## src/rtl/cnt_event_rebuilder.sv

```systemverilog
// Rebuilds discrete valid/ready events from a wrapping, synchronized event count.
// Optional build macro CNT_EVT_STEP_CHK_EN flags and discards backward/aliased steps.
module cnt_event_rebuilder #(
  parameter int W  = 8,
  parameter int PW = 16,
  parameter int TW = 32
) (
  input  logic          clk,
  input  logic          rst,
  input  logic [W-1:0]  cnt_in,
  input  logic          en,
  output logic          evt_valid,
  input  logic          evt_ready,
  output logic [PW-1:0] pending,
  output logic [TW-1:0] total,
  output logic          ovf,
  input  logic          ovf_clr,
  output logic          step_err
);

  // Sum is wide enough for any pending + delta, even when W exceeds PW.
  localparam int SW = ((W > PW) ? W : PW) + 2;
  localparam logic [SW-1:0] PEND_MAX = {{(SW-PW){1'b0}}, {PW{1'b1}}};

  typedef enum logic {INIT, RUN} state_t;

  state_t        state_q, state_d;
  logic [W-1:0]  last_q, last_d;
  logic [PW-1:0] pending_q, pending_d;
  logic [TW-1:0] total_q, total_d;
  logic          ovf_q, ovf_d;
  logic          step_err_q, step_err_d;
  logic          evt_valid_q, evt_valid_d;

  logic [W-1:0]  delta;
  logic [W-1:0]  add;
  logic [SW-1:0] sum;
  logic          take;
  logic          step_bad;
  logic          sat;

  always_comb begin
    delta    = cnt_in - last_q;
    step_bad = 1'b0;
`ifdef CNT_EVT_STEP_CHK_EN
    step_bad = (state_q == RUN) && delta[W-1];
`endif
    take = evt_valid_q & evt_ready;

    // The INIT edge only captures the count, so a post-reset value is never a burst.
    add = '0;
    if (state_q == RUN && en && !step_bad) begin
      add = delta;
    end

    sum = SW'(pending_q) + SW'(add) - SW'(take);
    sat = (sum > PEND_MAX);

    state_d     = RUN;
    last_d      = cnt_in;
    pending_d   = sat ? PEND_MAX[PW-1:0] : sum[PW-1:0];
    ovf_d       = sat | (ovf_q & ~ovf_clr);
    total_d     = total_q + TW'(take);
    evt_valid_d = (pending_d != '0);

`ifdef CNT_EVT_STEP_CHK_EN
    step_err_d = step_bad | (step_err_q & ~ovf_clr);
`else
    step_err_d = 1'b0;
`endif
  end

  always_ff @(posedge clk or posedge rst) begin
    if (rst) begin
      state_q     <= INIT;
      last_q      <= '0;
      pending_q   <= '0;
      total_q     <= '0;
      ovf_q       <= 1'b0;
      step_err_q  <= 1'b0;
      evt_valid_q <= 1'b0;
    end else begin
      state_q     <= state_d;
      last_q      <= last_d;
      pending_q   <= pending_d;
      total_q     <= total_d;
      ovf_q       <= ovf_d;
      step_err_q  <= step_err_d;
      evt_valid_q <= evt_valid_d;
    end
  end

  assign evt_valid = evt_valid_q;
  assign pending   = pending_q;
  assign total     = total_q;
  assign ovf       = ovf_q;
  assign step_err  = step_err_q;

endmodule

```

## config.mk

```make
export PLATFORM = sky130hd
export DESIGN_NAME = cnt_event_rebuilder
export DESIGN_NICKNAME = d
export VERILOG_FILES = /design/src/rtl/cnt_event_rebuilder.sv
export SDC_FILE = /design/constraint.sdc
export NUM_CORES = 1
export LEC_CHECK = 0
export BUFFER_PORTS_ARGS = -buffer_cell sky130_fd_sc_hd__buf_2
export CORE_MARGIN = 4
export CORE_UTILIZATION = 58
export CTS_BUF_LIST = sky130_fd_sc_hd__clkbuf_2 sky130_fd_sc_hd__clkbuf_4 sky130_fd_sc_hd__clkbuf_8
export CTS_CLUSTER_SIZE = 30
export DETAILED_ROUTE_END_ITERATION = 16
export MAX_ROUTING_LAYER = met4
export PLACE_DENSITY = 0.93
export SYNTH_ARGS = -nofsm -noshare
export SYNTH_HDL_FRONTEND = slang
export SYNTH_SLANG_ARGS = --single-unit
```

## constraint.sdc

```tcl
create_clock -name clk -period 5.3 [get_ports clk]
set_input_delay 0.53 -clock clk [delete_from_list [all_inputs] [get_ports clk]]
set_output_delay 0.53 -clock clk [all_outputs]
set_load 0.02 [all_outputs]
```

==> metrics.txt, run 1 <==
outcome completed; Initial Util 0.602; Synth Area per Inst 9.46 um2; setup ws final 0.694 ns; Layout Skew 0.00825 ns; CTS sink count 59; gr ovfl total 0; Comb power frac 0.589; main flop type after synthesis dfrtp_1; Yosys reg bits 59; final worst-path cycle share 0.869; Syn. warnings 0; Syn Nets 431; H-tree Lvls 3; Vias 2955; Leak 2.22 nW; post-synthesis cell type count 49; Max-cap violations 0; total iterations of the first detailed-routing run 4; Setup Total Neg Slack 0 ns; Worst-path clk slew 0.07 ns; hold-fix buffers at CTS 0; Fmax 217 MHz; Detailed Route WL 8.39 mm; drt drc 0; ys async rst share 1.00; Synth area leader dfrtp_1; DP HPWL 6.05 mm; worst-margin pin slew 0.743 ns; insertion delay to the later sink of the worst-skew pair 0.34 ns; Clk pwr share 0.177; cell with the most instances after synthesis dfrtp_1; sequential area share after synthesis 0.409; GP Congestion 0.891; GRT Overall Usage 0.241; Area Growth Syn to Fin 17.0%; final setup vio count 0; Max Buffers Root-to-Sink 2; post-place setup slack 0.437 ns; largest net degree at the start of global routing 60; Row Count 28; vias in the first global route 3017; Final Hold Fails 0; RSZ-0062 raised after global routing no; area of the multi-input gates 1890 um2; internal power 1.43 mW; Antenna Violating Nets Remaining 0; WS Path Type register to register; # Post-CTS Setup Buffers 0; Clock Tree Root clkbuf_8; first-pass GRT wire length 13.8 mm; initial antenna violation count 0; Max rail drop VDD 0.555 mV; CTS tree built; Critical Path Source Type register; Period minus WS final 4.61 ns; CORE AREA 5990 um2; worst hold slack 0.310 ns; PwrDens 625 nW/um2; Reg area 1480 um2; layout cell share with drive strength beyond 1 0.193; Synth top area share 0.409; cts bufs inserted 9; Final Util 0.704; Mapped Cells 381; Psw 1.21 mW; Initial DRC Count 113; relative slew slack 0.505; final net count 500; final slew viol count 0; synthesized area 3610 um2; HP Class primary input to register; Critical Path AT 4.81 ns; Die X 86.9 um; Die H 86.9 um; Post-synth EDFFs 0; synth top area cells dfrtp_1, ha_1, xnor2_1; CP required 5.50 ns; Filler Cell Count 461; CP Capture Type register; critical path peak fanout 17; I/O Pins 64; Sw Share 0.459; ANT cells 0; post-CTS resize count 0; IO Port Bufs 62; vias per cell 5.58; drt wl/cell 15.8 um; Flop pwr share 0.234; most frequent cells after synthesis dfrtp_1, inv_1, ha_1, xnor2_1, nand2_1; die area 7540 um2
==> registers in the layout, indices dropped and copies added, names as in the netlist <==
signal     count
evt_valid      1
last_q         8
state_q        1
pending       16
total         32
ovf            1
==> routing by layer <==
layer	GRT usage	vias up	wire [um]
met3	0.0360	25	474
met4	0.108	0	225
met1	0.270	1419	3290
li1	-	1417	-
met5	-	-	0
met2	0.424	94	4410
==> cells in the final DEF, fill, tap and decap left out, drive strengths merged, types with 3 or more instances in the layout <==
| cell | netlist | final |
|---|---|---|
| a21o | 3 | 3 |
| a21oi | 20 | 20 |
| a221oi | 3 | 3 |
| and2 | 5 | 5 |
| and3 | 8 | 8 |
| and4 | 6 | 6 |
| buf | 4 | 63 |
| clkbuf | 1 | 10 |
| dfrtp | 59 | 59 |
| ha | 35 | 35 |
| inv | 58 | 58 |
| nand2 | 33 | 33 |
| nand2b | 6 | 6 |
| nand3 | 21 | 21 |
| nand3b | 4 | 4 |
| nand4 | 6 | 6 |
| nor2 | 16 | 16 |
| nor3 | 5 | 5 |
| o21a | 3 | 3 |
| o21ai | 13 | 13 |
| xnor2 | 35 | 35 |
| xor2 | 10 | 10 |
==> metrics by stage <==
stage | cell area (um2) | total power [mW] | cells
after global routing | 4220 | 2.84 | 530
after floorplan | 3610 | 1.78 | 381
after global placement | 3990 | 2.11 | 514
after CTS | 4220 | 2.63 | 530
after detailed placement | 3990 | 2.15 | 514
final | 4220 | 2.64 | 530
==> path summary, 6_finish.rpt <==
kind                         endpoint       from  cells after the start  slack, ns
setup / recovery            evt_valid  last_q[1]                     21       0.69
hold / removal              last_q[0]  cnt_in[0]                      1       0.31
setup reg to reg            evt_valid  last_q[1]                     21       0.69
hold reg to reg             total[31]  total[31]                      1       0.47
max in group asynchronous  pending[4]        rst                      3       4.42
min in group asynchronous   total[10]        rst                      3       0.39
==> worst max-delay path: stages (launching register included) <==
cell	delay, ns
dfrtp_1	0.38
inv_1	0.10
ha_1	0.24
nor2b_1	0.13
o21ai_0	0.22
a21oi_1	0.11
o21ai_0	0.24
a21oi_1	0.12
o21ai_0	0.23
a21o_1	0.17
nand3_1	0.09
ha_1	0.29
inv_1	0.04
ha_1	0.35
and2_4	0.21
or2_4	0.24
nor3_1	0.33
o32ai_1	0.15
nand3b_1	0.11
o311a_2	0.38
and2_1	0.21
nand4_1	0.11
==> cell type report <==
| cell class | instances | area share |
|---|---|---|
| Clock inverter | 6 | 0.0211 |
| Tap cell | 75 | 0.0222 |
| Multi-Input combinational cell | 259 | 0.447 |
| Inverter | 58 | 0.0516 |
| Timing Repair Buffer | 63 | 0.0753 |
| Clock buffer | 10 | 0.0326 |
| Sequential cell | 59 | 0.350 |
==> logic make-up after synthesis <==
group / count (synthesis) / synth area share
XOR/XNOR: 45 / 0.109
other: 2 / 0.00208
AO/OA/AOI/OAI: 59 / 0.111
buffers and inverters: 63 / 0.0677
AND/OR/NAND/NOR: 116 / 0.168
adder cells (fa/ha/maj): 37 / 0.133
flip-flops: 59 / 0.409
==> power groups by stage <==
stage	sequential, mW	clock (mW)	combinational [mW]
floorplan	0.710	0	1.07
global placement	0.622	0	1.49
detailed placement	0.625	0	1.53
CTS	0.618	0.472	1.54
global route	0.632	0.497	1.71
finish	0.618	0.467	1.55
Power figures use the tool's default switching activity.
==> inputs of run 2 (changes only) <==
- CORE_ASPECT_RATIO: unset -> 0.75
==> metrics.txt, run 2 (synthesis results as in run 1) <==
post-CTS resize count 0; PwrDens 636 nW/um2; H-tree Lvls 3; Leak 2.24 nW; WS Path Type register to register; gr ovfl total 0; CORE AREA 5920 um2; drt wl/cell 14.5 um; internal power 1.52 mW; Psw 1.19 mW; # Post-CTS Setup Buffers 0; Die X 99.0 um; Worst path slowest cell o311a_2; Max-cap violations 0; Die H 76.3 um; initial antenna violation count 0; critical path peak fanout 17; Worst path top cell family by delay compound AO/OA/AOI/OAI gates; drt drc 0; Setup Total Neg Slack 0 ns; layout cell share with drive strength beyond 1 0.192; vias in the first global route 2845; Sw Share 0.440; CTS tree built; DP HPWL 5.78 mm; RR Endpoint evt_valid; Layout Skew 0.00574 ns; Area Growth Syn to Fin 18.1%; first-pass GRT wire length 13.4 mm; Fmax 218 MHz; total iterations of the first detailed-routing run 5; relative slew slack 0.507; Hold Crit Endpoint last_q[0]; Reg-to-Reg Start last_q[1]; Critical Path Source Type register; commonest cells after routing, fill and taps aside buf_2, dfrtp_1, inv_1; Initial DRC Count 203; worst r2r path cells 21; I/O Pins 64; HP Class primary input to register; final worst-path cycle share 0.864; die area 7560 um2; Period minus WS final 4.58 ns; commonest non-fill, non-tap cell in the layout buf_2; worst-margin pin slew 0.740 ns; Vias 2912; RSZ-0062 raised after global routing no; Comb power frac 0.570; Flop pwr share 0.228; Reg2Reg Setup Slack 0.72 ns; hold-fix buffers at CTS 0; Row Count 24; GRT Overall Usage 0.225; Max Buffers Root-to-Sink 2; worst path cell trace inv_1 > ha_1 > nor2b_1 > o21ai_0 > a21oi_1 > o21ai_0 > a21oi_1 > o21ai_0 > a21o_1 > nand3_1 > ha_1 > inv_1 > ha_1 > and2_4 > or2_4 > nor3_1 > o32ai_1 > nand3b_1 > o311a_2 > and2_1 > nand4_1; outcome completed; Critical Path AT 4.78 ns; largest net degree at the start of global routing 60; final slew viol count 0; Detailed Route WL 7.73 mm; crit-path max cell delay 0.40 ns; CP required 5.50 ns; vias per cell 5.47; insertion delay to the later sink of the worst-skew pair 0.34 ns; Clk pwr share 0.202; max reg flops 32; Final Util 0.720; Worst-path clk slew 0.06 ns; IO Port Bufs 62; Buf/Inv on CP 2; worst hold slack 0.308 ns; Antenna Violating Nets Remaining 0; Final Hold Fails 0; Initial Util 0.610; CP Capture Type register; cts bufs inserted 9; GP Congestion 0.952; CTS sink count 59; Clock Tree Root clkbuf_8; Power, Total 2.71 mW; Max rail drop VDD 0.396 mV; final net count 500; ANT cells 0; hold_sp cnt_in[0]; hold path depth 1; final setup vio count 0
run 2: cell count changes in the layout (fill, tap and decap cells not counted), sizes merged:
| cell | change |
|---|---|
| clkinvlp | -2 |
| clkinv | -1 |
| bufinv | +2 |
run 2: how the worst max path moves through the flow:
stage	startpoint	endpoint	slack, ns	cells after the start
floorplan	cnt_in[1]	evt_valid	1.23	20
global placement	cnt_in[1]	evt_valid	0.66	21
detailed placement	cnt_in[1]	evt_valid	0.55	21
CTS	last_q[1]	evt_valid	0.77	21
global route	last_q[1]	evt_valid	0.43	21
finish	last_q[1]	evt_valid	0.72	21
run 2: final cells by class:
| cell class | count | area, um2 |
|---|---|---|
| clock buffers | 10 | 138 |
| clock inverters | 5 | 125 |
| fillers | 429 | 1660 |
| inverters | 58 | 218 |
| multi-input cells | 259 | 1890 |
| flip-flops and latches | 59 | 1480 |
| well taps | 78 | 97.6 |
| repair buffers | 63 | 318 |
run 2: stage by stage:
step,worst slack [ns],cells,instance area (um2)
2_1_floorplan,1.23,381,3610
3_3_place_gp,0.658,517,4000
3_5_place_dp,0.555,517,4000
4_1_cts,0.772,532,4260
5_1_grt,0.426,532,4260
6_report,0.722,532,4260
run 2: power groups by stage:
stage          combinational, mW  clock (mW)  sequential (mW)
2_1_floorplan               1.07           0            0.710
3_3_place_gp                1.49           0            0.622
3_5_place_dp                1.50           0            0.626
4_1_cts                     1.53       0.558            0.619
5_1_grt                     1.71       0.582            0.632
6_report                    1.54       0.547            0.618
run 2: per-layer routing:
metal	GRT usage	vias to the layer above	part of all wire
li1	-	1425	-
met1	0.296	1375	0.46
met2	0.340	104	0.46
met3	0.0622	8	0.070
met4	0.0696	0	0.0054
met5	-	-	0
